[config.mk]
export PLATFORM = sky130hd
export DESIGN_NAME = clock_divider_prog_flat
export DESIGN_NICKNAME = d
export VERILOG_FILES = /design/src/rtl/clock_divider_prog_if.sv /design/src/rtl/clock_divider_prog.sv /design/src/flat_wrapper.sv
export SDC_FILE = /design/constraint.sdc
export NUM_CORES = 1
export LEC_CHECK = 0
export CORE_MARGIN = 3
export CORE_UTILIZATION = 56
export CTS_BUF_LIST = sky130_fd_sc_hd__clkbuf_8 sky130_fd_sc_hd__clkbuf_16
export DETAILED_ROUTE_END_ITERATION = 10
export PLACE_DENSITY = 0.8
export SYNTH_ARGS = -nofsm -noshare
export SYNTH_HDL_FRONTEND = slang
export SYNTH_SLANG_ARGS = --single-unit
[constraint.sdc]
create_clock -name clk_200kHz -period 6.16 [get_ports clk_200kHz]
set_clock_uncertainty 0.1 [all_clocks]
set_input_delay 0.616 -clock clk_200kHz [delete_from_list [all_inputs] [get_ports clk_200kHz]]
set_output_delay 0.616 -clock clk_200kHz [all_outputs]
set_load 0.01 [all_outputs]
[src/rtl/clock_divider_prog_if.sv]
// Control/status bundle for the programmable clock divider.
// Master side drives enable and config loads; slave side (the divider) returns clocks and status.
// Optional CLK_DIV_SYNC_EN adds the sync_in phase-realignment request.
interface clock_divider_prog_if #(
  parameter int CNT_W = 16
);
  logic             en;
  logic             div_load;
  logic [CNT_W-1:0] div_in;
  logic [CNT_W-1:0] high_in;
`ifdef CLK_DIV_SYNC_EN
  logic             sync_in;
`endif
  logic             clk_out;
  logic             tick;
  logic [CNT_W-1:0] div_active;
  logic             cfg_err;

`ifdef CLK_DIV_SYNC_EN
  modport master (
    output en, div_load, div_in, high_in, sync_in,
    input  clk_out, tick, div_active, cfg_err
  );
  modport slave (
    input  en, div_load, div_in, high_in, sync_in,
    output clk_out, tick, div_active, cfg_err
  );
`else
  modport master (
    output en, div_load, div_in, high_in,
    input  clk_out, tick, div_active, cfg_err
  );
  modport slave (
    input  en, div_load, div_in, high_in,
    output clk_out, tick, div_active, cfg_err
  );
`endif
endinterface

[src/rtl/clock_divider_prog.sv]
// Programmable clock divider: divided clock + period tick, settings swapped only at period boundaries.
// Latency: all outputs registered, one cycle after the inputs that cause them; no input-to-output paths.
// Backpressure: none; en=0 freezes the divider. Optional macro CLK_DIV_SYNC_EN adds sync_in restart.
module clock_divider_prog #(
  parameter int CNT_W    = 16,
  parameter int DEF_DIV  = 20,
  parameter int DEF_HIGH = 10
) (
  input  logic                clk_200kHz,
  input  logic                rst_n,
  clock_divider_prog_if.slave bus
);

  localparam logic [CNT_W-1:0] DEF_DIV_C  = CNT_W'(DEF_DIV);
  localparam logic [CNT_W-1:0] DEF_HIGH_C = CNT_W'(DEF_HIGH);
  localparam logic [CNT_W-1:0] ONE        = CNT_W'(1);
  localparam logic [CNT_W-1:0] TWO        = CNT_W'(2);
  localparam logic [CNT_W-1:0] ZERO       = '0;

  logic [CNT_W-1:0] cnt_q, cnt_d;
  logic [CNT_W-1:0] div_q, div_d;
  logic [CNT_W-1:0] high_q, high_d;
  logic [CNT_W-1:0] pdiv_q, pdiv_d;
  logic [CNT_W-1:0] phigh_q, phigh_d;
  logic             pvld_q, pvld_d;
  logic             clk_q, clk_d;
  logic             tick_q, tick_d;
  logic             err_q, err_d;

  logic             sync_req;
  logic             wrap;
  logic             load_ok;

`ifdef CLK_DIV_SYNC_EN
  assign sync_req = bus.sync_in;
`else
  assign sync_req = 1'b0;
`endif

  // div_q >= 2 always holds, so div_q - 1 cannot underflow.
  assign wrap    = (cnt_q == (div_q - ONE));
  assign load_ok = (bus.div_in >= TWO) && (bus.high_in != ZERO) && (bus.high_in < bus.div_in);

  // Next-state: count/wrap/restart, pending-config swap, load capture, then derive clk_out from new state.
  always_comb begin
    cnt_d   = cnt_q;
    div_d   = div_q;
    high_d  = high_q;
    pdiv_d  = pdiv_q;
    phigh_d = phigh_q;
    pvld_d  = pvld_q;
    tick_d  = 1'b0;
    err_d   = 1'b0;

    if (bus.en) begin
      if (sync_req) begin
        // Phase realignment restarts the period silently (no tick).
        cnt_d = ZERO;
      end else if (wrap) begin
        cnt_d  = ZERO;
        tick_d = 1'b1;
      end else begin
        cnt_d = cnt_q + ONE;
      end
      // A pending config is swapped in only when a new period begins.
      if ((sync_req || wrap) && pvld_q) begin
        div_d  = pdiv_q;
        high_d = phigh_q;
        pvld_d = 1'b0;
      end
    end

    // Capture after the swap so a load in the boundary cycle waits for the next boundary.
    if (bus.div_load) begin
      if (load_ok) begin
        pdiv_d  = bus.div_in;
        phigh_d = bus.high_in;
        pvld_d  = 1'b1;
      end else begin
        err_d = 1'b1;
      end
    end

    clk_d = (cnt_d < high_d);
  end

  // State registers; reset restores the default config and drops any pending one.
  always_ff @(posedge clk_200kHz or negedge rst_n) begin
    if (!rst_n) begin
      cnt_q   <= ZERO;
      div_q   <= DEF_DIV_C;
      high_q  <= DEF_HIGH_C;
      pdiv_q  <= ZERO;
      phigh_q <= ZERO;
      pvld_q  <= 1'b0;
      clk_q   <= 1'b1;
      tick_q  <= 1'b0;
      err_q   <= 1'b0;
    end else begin
      cnt_q   <= cnt_d;
      div_q   <= div_d;
      high_q  <= high_d;
      pdiv_q  <= pdiv_d;
      phigh_q <= phigh_d;
      pvld_q  <= pvld_d;
      clk_q   <= clk_d;
      tick_q  <= tick_d;
      err_q   <= err_d;
    end
  end

  assign bus.clk_out    = clk_q;
  assign bus.tick       = tick_q;
  assign bus.div_active = div_q;
  assign bus.cfg_err    = err_q;

endmodule

[src/flat_wrapper.sv]
// flat-port wrapper written by rule: the top's interface ports become plain ports
module clock_divider_prog_flat 
#(
  parameter int CNT_W    = 16,
  parameter int DEF_DIV  = 20,
  parameter int DEF_HIGH = 10
)
  (clk_200kHz, rst_n, bus_en, bus_div_load, bus_div_in, bus_high_in, bus_clk_out, bus_tick, bus_div_active, bus_cfg_err);
  clock_divider_prog_if #(.CNT_W(CNT_W)) bus_i ();
  input  logic clk_200kHz;
  input  logic rst_n;
  input wire logic [$bits(bus_i.en)-1:0] bus_en;
  input wire logic [$bits(bus_i.div_load)-1:0] bus_div_load;
  input wire logic [$bits(bus_i.div_in)-1:0] bus_div_in;
  input wire logic [$bits(bus_i.high_in)-1:0] bus_high_in;
  output wire logic [$bits(bus_i.clk_out)-1:0] bus_clk_out;
  output wire logic [$bits(bus_i.tick)-1:0] bus_tick;
  output wire logic [$bits(bus_i.div_active)-1:0] bus_div_active;
  output wire logic [$bits(bus_i.cfg_err)-1:0] bus_cfg_err;
  assign bus_i.en = bus_en;
  assign bus_i.div_load = bus_div_load;
  assign bus_i.div_in = bus_div_in;
  assign bus_i.high_in = bus_high_in;
  assign bus_clk_out = bus_i.clk_out;
  assign bus_tick = bus_i.tick;
  assign bus_div_active = bus_i.div_active;
  assign bus_cfg_err = bus_i.cfg_err;
  clock_divider_prog #(.CNT_W(CNT_W), .DEF_DIV(DEF_DIV), .DEF_HIGH(DEF_HIGH)) u_core (.clk_200kHz(clk_200kHz), .rst_n(rst_n), .bus(bus_i));
endmodule
# After elaboration in Yosys (flattened, before gate mapping)
# Index checks and enable logic that the tools add are counted.
# word_totals
regBits	84
latchBits	0
n_memories	0
mem_bits_rw	0
romBits	0
# op_classes
mux	12
multipliers	0
addsub	2
bitwise_logic	0
n_div	0
n_shift	0
eq_ne	1
n_reduce_logical	6
n_lt_le_gt_ge	3
# ops
cell	n
$mux 16	4
$lt 16x16->1	2
$add 16x1->16 const B	1
$eq 16x16->1	1
$ge 16x2->1 const B	1
$reduce_bool 16->1	1
$sub 16x1->16 const B	1
$mux 1	8
$reduce_and 2->1	2
$logic_and 1x1->1	3

# Longest topological paths before layout
# Gate-level depths: netlist of the first run.
# depth
word_depth	7
mapped_depth	19

# Worst setup path before layout of the first run
# No wires, ideal clock.
# synth_timing
path_kind	flip-flop to flip-flop
start	reg u_core.div_q[0], in the netlist u_core.bus.div_active[0]
end	reg u_core.clk_q, in the netlist u_core.bus.clk_out
period_less_slack_ns	4.503
setup_ns	0.059
n_path_buf	1
stages_incl_launch_ff	18
t_required_ns	6.001
setup_slack_ns	1.657
arrival_ns	4.344
cell_sequence	dfrtp_1 inv_1 ha_1 or3b_4 or4_4 a2111oi_4 o2111ai_2 nor4_4 buf_6 mux2i_1 ha_1 a21o_1 a21o_1 a21oi_1 o21ai_0 nand3b_1 a311oi_1 a21o_1
# synth_between
elab_chain_len	6
elab_cells_between_ends	8
classes_between	add/sub (1); order compare (1); eq/ne (1); mux (4); reduce/logical (1)
# synth_lines
element	line	source
start, declared	clock_divider_prog.sv:21	logic [CNT_W-1:0] div_q, div_d;
start signal, assigned	clock_divider_prog.sv:101	div_q <= div_d;
$sub 16x1->16 *	clock_divider_prog.sv:41	assign wrap = (cnt_q == (div_q - ONE));
$eq 16x16->1 *	clock_divider_prog.sv:41	
$logic_and 1x1->1	clock_divider_prog.sv:66	if ((sync_req || wrap) && pvld_q) begin
$mux 16	clock_divider_prog.sv:66	
$mux 16	clock_divider_prog.sv:55	if (bus.en) begin
$lt 16x16->1 *	clock_divider_prog.sv:84	clk_d = (cnt_d < high_d);
net u_core.clk_d	clock_divider_prog.sv:26	logic clk_q, clk_d;
end signal, assigned	clock_divider_prog.sv:106	clk_q <= clk_d;
end, declared	clock_divider_prog.sv:26	
# The timed path passes the listed nets; every way through them passes the cells marked *.
# A chain may end at the register's enable or synchronous reset.

# Worst setup path after layout of the first run
# layout_timing
start	reg u_core.div_q[0], in the netlist u_core.bus.div_active[0]
end	reg u_core.clk_q, in the netlist u_core.bus.clk_out
# layout_between
elab_cells_between_ends	8
classes_between	add/sub (1); order compare (1); eq/ne (1); mux (4); reduce/logical (1)
# layout_rtl
element	line	source
$sub 16x1->16	clock_divider_prog.sv:41	
$eq 16x16->1	clock_divider_prog.sv:41	
$mux 16	clock_divider_prog.sv:59	end else if (wrap) begin
$mux 16	clock_divider_prog.sv:55	
net u_core.cnt_d[13]	clock_divider_prog.sv:20	logic [CNT_W-1:0] cnt_q, cnt_d;
$lt 16x16->1	clock_divider_prog.sv:84	
net u_core.clk_d	clock_divider_prog.sv:26	
# The timed path passes the listed nets, and every way through them passes these cells.

==> metrics.yaml, run 1 <==
root_buffer: "clkbuf_8"
num_vias: 3450
clkTransAtPathRegs_ns: 0.08
viasPerCell: 5.90
ys_types: 57
async_flop_share: 1.00
seq_power_share: 0.415
synth_top_area_frac: 0.421
tns_ns: 0
port_buffers: 54
antenna_cells: 0
maxCapViolations: 0
switching_share: 0.375
required_ns: 6.33
cts_buffer_depth: 2
gp_congestion: 0.863
synth.top_cells.by_area: "dfrtp_1, ha_1, mux2_2"
clock_latency_ns: 0.34
whs_ns: 0.337
ir_worst_vdd_v: 0.000222
dieArea_sq_um: 9510
yosys_warnings: 0
hold_viol: 0
ant_nets: 0
power_frac_comb: 0.404
crit_type: "flop to flop"
nNetsFinal: 546
fin_crit_sh: 0.782
synthCells: 425
grtUsageTotal: 0.233
pwr-share-clk: 0.182
grt_pass1_vias: 3572
path_max_fanout: 12
rsz0062_at_grt: "no"
min_path_type: "input port to asynchronous set/reset pin"
p_leak_nw: 2.51
cts_resized: 0
crit_path_start_kind: "flop"
finalSetupViolCount: 0
status: "finished, final reports clean"
max_clock_freq_mhz: 208
holdBufCountCts: 0
start_util: 0.592
p_sw_uw: 816
yosysMostFrequentCell: "dfrtp_1"
synthTopCellsByCount: "dfrtp_1, mux2_2, inv_1"
fillerInstances: 586
p_int_mw: 1.36
cts_buffers: 9
drc: 0
synth_area_per_cell_sq_um: 11.0
tritoncts: "done"
cts_setup_buffers: 0
routed_wirelength_mm: 10.6
reg2reg_depth: 18
io_pins: 55
antenna_found_initial: 0
yosysSeqAreaShare: 0.449
htreeDepth: 3
final_util: 0.696
period_needed_ns: 4.82
post_drt_wl_per_cell_um: 18.1
syn_area_sq_um: 4690
rows: 32
die-width_um: 97.5
crit_arrival_ns: 4.99
hpwl_mm: 8.14
power.density_nw_per_um2: 394
drive_gt1_frac: 0.149
critPathCaptureType: "flop"
synth_edf_count: 0
syn_nets: 493
rr_startpoint: "u_core.bus.div_active[0]"
dr.pass1.iters: 4
clock-sinks: 84
grt_start_max_net_pins: 85
grt_pass1_wl_mm: 17.8
core_sq_um: 7930
max_slew_margin: 0.320
synthFlopType: "dfrtp_1"
ys_ff_latch: 84
reg2reg_to: "u_core.bus.clk_out"
grt.overflow.total: 0
drv_slew: 0
rrSetupSlack_ns: 1.34
drt-initial-drc-count: 152
tightestPinTransition_ns: 1.02
synth_largest_area_cell: "dfrtp_1"
area_delta_synth_final_pct: 17.6
die_h_um: 97.5
routing by layer:
| metal | vias to the layer above | share of wire | global-route usage |
|---|---|---|---|
| li1 | 1621 | - | - |
| met1 | 1735 | 0.46 | 0.318 |
| met2 | 83 | 0.49 | 0.393 |
| met5 | - | 0 | 0 |
| met4 | 0 | 0.013 | 0.0692 |
| met3 | 11 | 0.036 | 0.0237 |
power by group through the flow:
stage / Clock [mW] / Sequential (mW) / Combinational [mW]
2_1_floorplan: 0 / 0.851 / 0.597
3_3_place_gp: 0 / 0.895 / 0.831
3_5_place_dp: 0 / 0.909 / 0.872
4_1_cts: 0.398 / 0.898 / 0.878
5_1_grt: 0.419 / 0.927 / 0.967
6_report: 0.395 / 0.901 / 0.877
per-stage QoR:
| step | cell area, sq um | setup WS (ns) | std cells | power [mW] |
|---|---|---|---|---|
| 2_1_floorplan | 4690 | 1.66 | 425 | 1.45 |
| 3_3_place_gp | 5310 | 1.64 | 569 | 1.73 |
| 3_5_place_dp | 5310 | 1.43 | 569 | 1.78 |
| 4_1_cts | 5510 | 1.37 | 585 | 2.17 |
| 5_1_grt | 5510 | 0.939 | 585 | 2.31 |
| 6_report | 5510 | 1.34 | 585 | 2.17 |
area by class of cell:
| class | instances | area (sq um) | area share |
|---|---|---|---|
| clock buffers | 11 | 151 | 0.0275 |
| flip-flops and latches | 84 | 2110 | 0.382 |
| inverters | 40 | 150 | 0.0272 |
| clock inverters | 5 | 51.3 | 0.00930 |
| repair buffers | 57 | 561 | 0.102 |
| well taps | 102 | 128 | 0.0231 |
| multi-input cells | 286 | 2360 | 0.429 |
how the worst max path moves through the flow:
| stage | from | endpoint | slack [ns] | cells after the start |
|---|---|---|---|---|
| global placement | u_core.bus.div_active[0] | u_core.bus.clk_out | 1.64 | 17 |
| CTS | u_core.bus.div_active[0] | u_core.bus.clk_out | 1.37 | 18 |
| finish | u_core.bus.div_active[0] | u_core.bus.clk_out | 1.34 | 18 |
| detailed placement | u_core.bus.div_active[0] | u_core.bus.clk_out | 1.43 | 18 |
| global route | u_core.bus.div_active[0] | u_core.bus.clk_out | 0.94 | 18 |
| floorplan | u_core.bus.div_active[0] | u_core.bus.clk_out | 1.66 | 17 |
registers in the layout, indices dropped and copies added (netlist names):
| signal | count |
|---|---|
| u_core.bus.tick | 1 |
| u_core.bus.clk_out | 1 |
| u_core.bus.cfg_err | 1 |
| u_core.phigh_q | 16 |
| u_core.high_q | 16 |
| u_core.cnt_q | 16 |
| u_core.pdiv_q | 16 |
| u_core.bus.div_active | 16 |
| u_core.pvld_q | 1 |
worst max-delay path, cell delays in order, from the launching register on:
cell	delay, ns
dfrtp_1	0.44
inv_1	0.12
ha_1	0.19
or3b_4	0.42
or4_4	0.50
a2111oi_4	0.37
o2111ai_2	0.21
nor3_1	0.29
nand2_1	0.13
inv_1	0.31
nor2_1	0.12
ha_1	0.30
a21o_1	0.16
a21o_1	0.17
a21oi_1	0.14
o21ai_0	0.15
nand3b_1	0.19
a311oi_1	0.24
a21o_1	0.18
placed cells by master (no fill, tap or decap), types with 2 or more instances in the layout:
cell	instances
a211oi_1	3
nor3_1	8
o21ai_0	7
nand3_1	11
dfrtp_1	79
dfstp_2	5
or4_1	3
o221ai_1	2
o2111ai_1	2
mux2_1	11
clkinv_2	2
nand2_1	17
nor2_1	23
clkbuf_8	11
inv_1	35
nand2b_1	6
a31oi_1	2
a21oi_1	10
nor4_1	12
clkdlybuf4s50_1	53
o31ai_1	2
mux2i_1	17
xnor2_1	18
mux2_2	35
a21o_1	13
ha_1	32
and2_1	3
inv_2	6
nand4_1	8
nand3b_1	3
xor2_1	9
o21a_1	3
buf_4	4
kinds of logic (layout without fill, tap and decap cells):
kind of cell,count (synthesis),count (layout),share of synthesized area
and+or+nand+nor,104,104,0.121
DFF,84,84,0.449
muxes,64,64,0.150
AOI/OAI and AO/OA,59,59,0.0947
buffers and inverters,55,113,0.0491
adders and majority gates,32,32,0.0854
xor gates and xnor gates,27,27,0.0504
No activity file was read; power rests on OpenSTA's default activity.
==> inputs of run 2 (changes only) <==
==> constraint.sdc (replaced) <==
create_clock -name clk_200kHz -period 4.7 [get_ports clk_200kHz]
set_clock_uncertainty 0.1 [all_clocks]
set_input_delay 0.47 -clock clk_200kHz [delete_from_list [all_inputs] [get_ports clk_200kHz]]
set_output_delay 0.47 -clock clk_200kHz [all_outputs]
set_load 0.01 [all_outputs]
==> metrics.yaml, run 2 (synthesized netlist as in run 1, its figures left out) <==
status: "finished, final reports clean"
antenna_found_initial: 0
gp_congestion: 0.899
cp-startpoint: "u_core.bus.div_active[1]"
grt.overflow.total: 0
drive_gt1_frac: 0.190
finalSetupViolCount: 0
drc: 0
routed_wirelength_mm: 10.6
tightestPinTransition_ns: 1.02
area_delta_synth_final_pct: 21.6
num_vias: 3496
whs_ns: 0.198
cts_buffers: 9
drt-initial-drc-count: 177
max_clock_freq_mhz: 218
maxCapViolations: 0
ant_nets: 0
post_drt_wl_per_cell_um: 17.5
crit_arrival_ns: 4.77
place_inst: 578
multi_input_area_sq_um: 2390
core_sq_um: 7930
path_max_fanout: 6
grtUsageTotal: 0.222
antenna_cells: 0
power.density_nw_per_um2: 510
period_needed_ns: 4.59
p_leak_nw: 2.61
fillerInstances: 572
dr.pass1.iters: 4
required_ns: 4.88
ir_worst_vdd_v: 0.000228
clkTransAtPathRegs_ns: 0.08
fin_cells: 603
viasPerCell: 5.80
final_common_cell: "dfrtp_1"
root_buffer: "clkbuf_8"
layout_common_cells: "dfrtp_1, clkdlybuf4s50_1, mux2_2, inv_1, ha_1"
hold_viol: 0
critPathCaptureType: "flop"
grt_start_max_net_pins: 85
htreeDepth: 3
die-width_um: 97.5
rr_startpoint: "u_core.bus.div_active[1]"
nNetsFinal: 564
hpwl_mm: 7.82
max_slew_margin: 0.322
clock-sinks: 84
grt_pass1_vias: 3466
crit_path_start_kind: "flop"
io_pins: 55
grt_pass1_wl_mm: 17.0
clock_latency_ns: 0.34
drv_slew: 0
start_util: 0.592
min_path_type: "input port to asynchronous set/reset pin"
holdBufCountCts: 0
die_h_um: 97.5
dieArea_sq_um: 9510
seqCellArea_sq_um: 2110
rows: 32
tritoncts: "done"
crit_type: "flop to flop"
cts_buffer_depth: 2
port_buffers: 54
fin_crit_sh: 0.977
==> run 2: metal layers <==
layer	vias up	track usage	routed length, um
met5	-	0	0
met4	0	0.0788	235
met3	20	0.0215	457
met2	90	0.360	4990
met1	1719	0.310	4880
li1	1667	-	-
==> run 2: final cells by class <==
type	instances	share of cell area
Timing Repair Buffer	75	0.127
Clock buffer	10	0.0241
Inverter	40	0.0263
Multi-Input combinational cell	286	0.419
Clock inverter	6	0.0110
Tap cell	102	0.0224
Sequential cell	84	0.370
==> run 2: path summary, 6_finish.rpt <==
check / cells past startpoint / endpoint / slack, ns
max in group asynchronous: 1 / u_core.cnt_q[13] / 3.65
setup / recovery: 18 / u_core.bus.clk_out / 0.11
min in group clk_200kHz: 1 / u_core.pvld_q / 0.39
setup reg to reg: 18 / u_core.bus.clk_out / 0.11
hold / removal: 1 / u_core.bus.div_active[1] / 0.20
hold reg to reg: 1 / u_core.pvld_q / 0.39
==> run 2: per-stage QoR <==
step | TNS, ns | worst slack (ns) | power [mW] | utilization | instance area (sq um)
CTS | 0 | 0.0274 | 2.89 | 0.706 | 5600
detailed placement | 0 | 0.0518 | 2.36 | 0.680 | 5390
global placement | 0 | 0.253 | 2.31 | 0.680 | 5390
floorplan | 0 | 0.197 | 1.90 | - | 4690
global route | -0.0728 | -0.0728 | 3.09 | 0.719 | 5700
finish | 0 | 0.109 | 2.91 | 0.719 | 5700
==> run 2: power by group <==
group	total (mW)	switching [mW]	internal [mW]
clock	0.508	0.249	0.259
sequential	1.17	0.226	0.946
combinational	1.23	0.607	0.619
total	2.91	1.08	1.82
==> run 2: what timing repair did <==
item | in CTS | in global routing
gates resized for setup | 1 | 6
endpoints found under the setup margin | 1 | 1
pin swaps | 0 | 2
buffers inserted | 0 | 8
cloned | 0 | 1
==> run 2: critical path: stages, from the launching register on <==
cell	delay, ns
dfrtp_1	0.42
inv_1	0.08
ha_1	0.18
or3b_4	0.42
or4_4	0.50
a2111oi_4	0.37
o2111ai_2	0.23
nor4_4	0.17
buf_4	0.19
buf_12	0.13
mux2i_4	0.25
ha_1	0.28
a21o_1	0.16
a21o_1	0.17
a21oi_1	0.14
o21ai_1	0.12
nand3b_1	0.20
a311oi_1	0.26
a21o_1	0.16
